==> src/rtl/fp64_pkg.sv <==
// rtl/fp64_pkg.sv - shared constants, FSM encoding and packing helper for the fp64 subtractor
package fp64_pkg;

    localparam int EXP_W   = 11;
    localparam int FRAC_W  = 52;
    localparam int GUARD_W = 3;
    localparam int BIAS    = 1023;
    // hidden one + fraction + guard bits
    localparam int MANT_W  = 1 + FRAC_W + GUARD_W;

    localparam logic [EXP_W-1:0] EXP_MAX = 11'd2047;

    localparam logic [2:0] ST_IDLE  = 3'd0;
    localparam logic [2:0] ST_ALIGN = 3'd1;
    localparam logic [2:0] ST_OPER  = 3'd2;
    localparam logic [2:0] ST_NORM  = 3'd3;
    localparam logic [2:0] ST_DONE  = 3'd4;

    // Assemble a double from sign, biased exponent and the truncated fraction.
    function automatic logic [63:0] pack_fp64(
        input logic              s,
        input logic [EXP_W-1:0]  e,
        input logic [FRAC_W-1:0] f
    );
        return {s, e, f};
    endfunction

endpackage

==> src/rtl/fp64_unpack.sv <==
// rtl/fp64_unpack.sv - splits a double into sign, exponent and guarded mantissa
module fp64_unpack
    import fp64_pkg::*;
(
    input  logic [63:0]        value,
    input  logic               negate,
    output logic               sign,
    output logic [EXP_W-1:0]   exponent,
    output logic [MANT_W-1:0]  mantissa,
    output logic               zero
);

    // Exponent field 0 covers both true zero and denormals, which are flushed.
    assign zero     = (value[62:52] == '0);
    assign sign     = value[63] ^ negate;
    assign exponent = value[62:52];
    assign mantissa = zero ? '0 : {1'b1, value[51:0], 3'b000};

endmodule

==> src/rtl/double_subtractor.sv <==
// rtl/double_subtractor.sv - multi-cycle IEEE-754 double subtractor with valid/ready handshake
module double_subtractor
    import fp64_pkg::*;
(
    input  logic        clk,
    input  logic        reset,
    input  logic        in_valid,
    output logic        in_ready,
    input  logic [63:0] srcA,
    input  logic [63:0] srcB,
    output logic        out_valid,
    input  logic        out_ready,
    output logic [63:0] result
);

    logic               sign_a, sign_b, zero_a, zero_b;
    logic [EXP_W-1:0]   exp_a, exp_b;
    logic [MANT_W-1:0]  mant_a, mant_b;

    fp64_unpack u_unpack_a (
        .value    (srcA),
        .negate   (1'b0),
        .sign     (sign_a),
        .exponent (exp_a),
        .mantissa (mant_a),
        .zero     (zero_a)
    );

    // B is the subtrahend, so its effective sign is flipped and the op becomes an add.
    fp64_unpack u_unpack_b (
        .value    (srcB),
        .negate   (1'b1),
        .sign     (sign_b),
        .exponent (exp_b),
        .mantissa (mant_b),
        .zero     (zero_b)
    );

    logic [2:0]         state;
    logic               sign_r;
    logic               sub_r;
    logic [EXP_W-1:0]   exp_r;
    logic [EXP_W-1:0]   diff_r;
    logic [MANT_W-1:0]  mant_max;
    logic [MANT_W-1:0]  mant_min;
    logic [MANT_W:0]    sum_r;
    logic [63:0]        result_r;

    logic               a_is_max;
    logic [MANT_W:0]    oper_sum;
    logic [MANT_W:0]    norm_mant;
    logic [EXP_W-1:0]   norm_exp;

    assign in_ready  = (state == ST_IDLE);
    assign out_valid = (state == ST_DONE);
    assign result    = result_r;

    // Magnitude ordering: A wins ties so equal magnitudes keep A's sign.
    always_comb begin
        a_is_max = zero_b || (!zero_a && ({exp_a, mant_a} >= {exp_b, mant_b}));
    end

    // Add or subtract the aligned mantissas with one carry bit of headroom.
    always_comb begin
        if (sub_r) begin
            oper_sum = {1'b0, mant_max} - {1'b0, mant_min};
        end else begin
            oper_sum = {1'b0, mant_max} + {1'b0, mant_min};
        end
    end

    // One normalisation step: right on carry, otherwise left.
    always_comb begin
        if (sum_r[MANT_W]) begin
            norm_mant = sum_r >> 1;
            norm_exp  = exp_r + 11'd1;
        end else begin
            norm_mant = sum_r << 1;
            norm_exp  = exp_r - 11'd1;
        end
    end

    // Control FSM and datapath registers.
    always_ff @(posedge clk or negedge reset) begin
        if (!reset) begin
            state    <= ST_IDLE;
            sign_r   <= 1'b0;
            sub_r    <= 1'b0;
            exp_r    <= '0;
            diff_r   <= '0;
            mant_max <= '0;
            mant_min <= '0;
            sum_r    <= '0;
            result_r <= '0;
        end else begin
            case (state)
                ST_IDLE: begin
                    if (in_valid) begin
                        sub_r <= (sign_a != sign_b);
                        if (a_is_max) begin
                            sign_r   <= sign_a;
                            exp_r    <= exp_a;
                            diff_r   <= exp_a - exp_b;
                            mant_max <= mant_a;
                            mant_min <= mant_b;
                        end else begin
                            sign_r   <= sign_b;
                            exp_r    <= exp_b;
                            diff_r   <= exp_b - exp_a;
                            mant_max <= mant_b;
                            mant_min <= mant_a;
                        end
                        state <= ST_ALIGN;
                    end
                end
                ST_ALIGN: begin
                    if (diff_r == '0) begin
                        state <= ST_OPER;
                    end else if (diff_r > 11'd55) begin
                        // Shifted entirely past the guard bits.
                        mant_min <= '0;
                        diff_r   <= '0;
                    end else begin
                        mant_min <= mant_min >> 1;
                        diff_r   <= diff_r - 11'd1;
                    end
                end
                ST_OPER: begin
                    sum_r <= oper_sum;
                    if (oper_sum == '0) begin
                        result_r <= '0;
                        state    <= ST_DONE;
                    end else if (oper_sum[MANT_W] || !oper_sum[MANT_W-1]) begin
                        state <= ST_NORM;
                    end else begin
                        result_r <= pack_fp64(sign_r, exp_r, oper_sum[FRAC_W+GUARD_W-1:GUARD_W]);
                        state    <= ST_DONE;
                    end
                end
                ST_NORM: begin
                    sum_r <= norm_mant;
                    exp_r <= norm_exp;
                    if (sum_r[MANT_W]) begin
                        if (norm_exp == EXP_MAX) begin
                            result_r <= pack_fp64(sign_r, EXP_MAX, '0);
                        end else begin
                            result_r <= pack_fp64(sign_r, norm_exp, norm_mant[FRAC_W+GUARD_W-1:GUARD_W]);
                        end
                        state <= ST_DONE;
                    end else if (norm_exp == '0) begin
                        result_r <= {sign_r, 63'd0};
                        state    <= ST_DONE;
                    end else if (norm_mant[MANT_W-1]) begin
                        result_r <= pack_fp64(sign_r, norm_exp, norm_mant[FRAC_W+GUARD_W-1:GUARD_W]);
                        state    <= ST_DONE;
                    end
                end
                ST_DONE: begin
                    if (out_ready) begin
                        state <= ST_IDLE;
                    end
                end
                default: begin
                    state <= ST_IDLE;
                end
            endcase
        end
    end

endmodule
==> config.mk <==
export PLATFORM = sky130hd
export DESIGN_NAME = double_subtractor
export DESIGN_NICKNAME = d
export VERILOG_FILES = /design/src/rtl/fp64_pkg.sv /design/src/rtl/fp64_unpack.sv /design/src/rtl/double_subtractor.sv
export SDC_FILE = /design/constraint.sdc
export NUM_CORES = 1
export LEC_CHECK = 0
export CAP_MARGIN = 20
export CORE_MARGIN = 5
export CORE_UTILIZATION = 35
export DETAILED_ROUTE_END_ITERATION = 10
export HOLD_SLACK_MARGIN = 0.03
export SYNTH_ARGS = -nofsm -noshare
export SYNTH_HDL_FRONTEND = slang
export SYNTH_SLANG_ARGS = --single-unit
==> constraint.sdc <==
create_clock -name clk -period 8.75 [get_ports clk]
set_input_delay 0.875 -clock clk [delete_from_list [all_inputs] [get_ports clk]]
set_output_delay 0.875 -clock clk [all_outputs]
set_load 0.01 [all_outputs]
==> results_dict.tcl <==
set metrics [dict create \
    status "complete, no violations" \
    cp_slowest_cell "or4_1" \
    yosysWarningCount 0 \
    drc 0 \
    rows 91 \
    core_sq_um 61700 \
    setup-violations-final 0 \
    fmax_ghz 0.123 \
    drtIter0Drc 1826 \
    path_class "reg -> reg" \
    crit_path_max_fanout 53 \
    grt_pass1_vias 19700 \
    h-tree-depth 1 \
    slew-limit-headroom 0.332 \
    io_buffers 197 \
    die_w_microns 260 \
    p_seq_frac 0.375 \
    finalSetupTns_ns 0 \
    clock_skew_ns 0.0294 \
    drive_above_1_share 0.0833 \
    numClockSinks 257 \
    ant_nets 0 \
    syn-cell-area_sq_um 21800 \
    drtPass1Iterations 6 \
    grt_pass1_wl_microns 116000 \
    p_int_uw 2360 \
    ys_types 81 \
    synthMuxAreaShare 0.110 \
    synth_seq_cells 257 \
    fin_nets 3042 \
    cpPeakStageDelay_ns 0.59 \
    crit_family "simple AND/OR/NAND/NOR gates" \
    hold_viol_final 0 \
    synth_compound_area_frac 0.226 \
    dr_total_vias 20700 \
    synth_adder_area_share 0.0858 \
    cp-end-kind "register" \
    dp_slack_ns 0.778 \
    layout_commonest_cell "nor2_1" \
    powerDensity_nw_per_um2 132 \
    diodes 0 \
    synthTopCellsByArea "dfrtp_1 (29%), ha_1 (8.3%), nor2_1 (5.8%)" \
    fin_crit_ns 8.11 \
    clk_path_buf_depth 3 \
    grt.total_usage 0.210 \
    start_kind "register" \
    synth_top_area_cell "dfrtp_1" \
    start_util 0.354 \
    leakagePower_uw 0.0112 \
    clk_pin_slew_ns 0.07 \
    swShare 0.303 \
    cts_made_buffers 30 \
    finalCritPeriodShare 0.927 \
    synth_edf_count 0 \
    path_buf_inv 1 \
    synth-xor-area-share 0.0485 \
    wirelength_microns 73900 \
    place_congestion 0.928 \
    antenna_found_initial 2 \
    required_ns 9.19 \
    worst_slew_pin_slew_ns 0.998 \
    fp.dieH_microns 260 \
    cts_root_buffer "clkbuf_16" \
    maxSlewViolCount 0 \
    p_switching_uw 1030 \
    worst_slack_ns 0.641 \
    total_power_uw 3390 \
    ios 198 \
    p_comb_frac 0.213 \
    synth_top_area_share 0.294 \
    crit_chain "nor3_1, nor3b_1, nand3_1, nor4_1, a21oi_1, nor3_1, a41o_1, o21ai_0, xnor2_1, ha_1, nand2_2, or4_1, or4b_1, a211oi_2, o31a_2, o31ai_1, a41oi_2, or4b_1, nor4_4, nand3_4, a21oi_4, buf_12, mux2_1" \
    syn_to_final_growth_pct 17.5 \
    synth_top_flop_cell "dfrtp_1" \
    cts_tree "yes" \
    synthArstFlopShare 1.00 \
    synth.avg_cell_area_sq_um 8.17 \
    clock_power_share 0.412 \
    yosys.area_share.simple 0.192 \
    synthCells 2673 \
    drv_cap 0 \
    cts_hold_buffers 0 \
    cp_data_arrival_time_ns 8.55 \
    avgRoutedWirePerCell_microns 20.4 \
    synth.net_count 2953 \
    yosysSeqAreaShare 0.294 \
    peakVddDrop_mv 0.139 \
    gr-total-overflow 0 \
    die_area_sq_um 67500 \
    synth_top_family_by_area "compound AO/OA/AOI/OAI gates" \
    clock_latency_ns 0.59 \
    hpwlAfterDp_microns 56700 \
    rsz0062_at_grt "false" \
    grt_max_degree 113 \
    mostFrequentLayoutCells "nor2_1 (334), nand2_1 (264), dfrtp_1 (255)" \
    hold_path.class "in -> async" \
    viasPerCell 5.71 \
    fillers 6304 \
]
power by group through the flow:
| stage | Combinational [uW] | Sequential (uW) | Clock, uW |
|---|---|---|---|
| after global routing | 790 | 1280 | 1470 |
| after detailed placement | 712 | 1290 | 0 |
| after global placement | 704 | 1290 | 0 |
| after floorplan | 446 | 1270 | 0 |
| after CTS | 717 | 1270 | 1430 |
| final | 721 | 1270 | 1400 |
worst reg2reg max path: cells and delay by family, from the launching register on:
kind            cells  cell delay (ns)
buf+inv             1             0.31
fa+ha+maj           1             0.42
compound gates      8             1.93
xor+xnor            1             0.16
simple gates       11             4.25
mux                 1             0.42
flops               1             0.47
final cells by class:
| class | instances | area (sq um) | area share |
|---|---|---|---|
| Multi-Input combinational cell | 2170 | 14500 | 0.567 |
| Tap cell | 837 | 1050 | 0.0408 |
| Clock buffer | 38 | 832 | 0.0324 |
| Timing Repair Buffer | 237 | 2300 | 0.0896 |
| Inverter | 66 | 248 | 0.00966 |
| Sequential cell | 257 | 6430 | 0.251 |
| Clock inverter | 18 | 253 | 0.00985 |
per-stage QoR:
step | instance area [sq um] | util | cells | hold WS, ns
finish | 25700 | 0.416 | 3623 | 0.329
CTS | 25600 | 0.416 | 3622 | 0.353
global placement | 24600 | 0.398 | 3566 | 0.466
detailed placement | 24600 | 0.398 | 3566 | 0.473
global route | 25700 | 0.416 | 3623 | 0.399
floorplan | 21800 | - | 2673 | 0.444
flip-flops by register name, summed over array words and instances (netlist names):
register / count
result: 64
sum_r: 57
mant_min: 56
mant_max: 53
diff_r: 11
exp_r: 11
state: 3
sign_r: 1
sub_r: 1
cell usage after synthesis, drive strengths merged (4+ instances only):
cell / count
mux2i: 104
o21bai: 9
o21a: 14
a211o: 7
nand3: 23
a2bb2oi: 5
xnor2: 89
mux2: 120
ha: 145
o2111ai: 4
nand4b: 4
nor3b: 6
clkbuf: 162
xor2: 32
nand3b: 4
or4b: 4
nand2b: 13
o221ai: 12
a211oi: 14
dfrtp: 257
nor4: 27
o21ai: 214
a31oi: 23
or3: 13
inv: 66
and3: 21
a21o: 65
and2: 57
a22oi: 7
a2111oi: 9
or4: 12
o31ai: 9
nor2: 338
o22ai: 10
nor3: 32
nand4: 48
o211ai: 10
or2: 8
a41o: 4
a21oi: 223
nor4b: 7
buf: 18
nor2b: 13
nand2: 268
a221oi: 109
kinds of logic (layout without fill, tap and decap cells):
kind of cell    after synthesis  count (layout)
buf+inv                     246             359
flops                       257             257
xor+xnor                    121             121
mux                         224             224
compound gates              773             773
simple gates                904             904
fa+ha+maj                   148             148
per-layer routing:
layer,vias to the layer above,GRT usage,wire (microns)
li1,9923,-,-
met1,10000,0.317,35600
met5,-,0,26
met2,652,0.325,32600
met4,4,0.0455,1570
met3,80,0.0226,4060
final timing paths:
| check | start | end | slack, ns | cells after the start |
|---|---|---|---|---|
| min reg2reg | result[48] | result[48] | 0.49 | 1 |
| max in group asynchronous | reset | sub_r | 6.44 | 3 |
| max reg2reg | mant_min[0] | result[40] | 0.64 | 23 |
| min in group clk | result[48] | result[48] | 0.49 | 1 |
| min | reset | result[34] | 0.33 | 1 |
| max | mant_min[0] | result[40] | 0.64 | 23 |
repair_timing:
item / CTS / global route
setup endpoints to repair: 0 / 52
buffers inserted: 0 / 0
gates resized for setup: 0 / 1
hold endpoints to repair: 0 / 0
(Power assumes the default switching activity.)
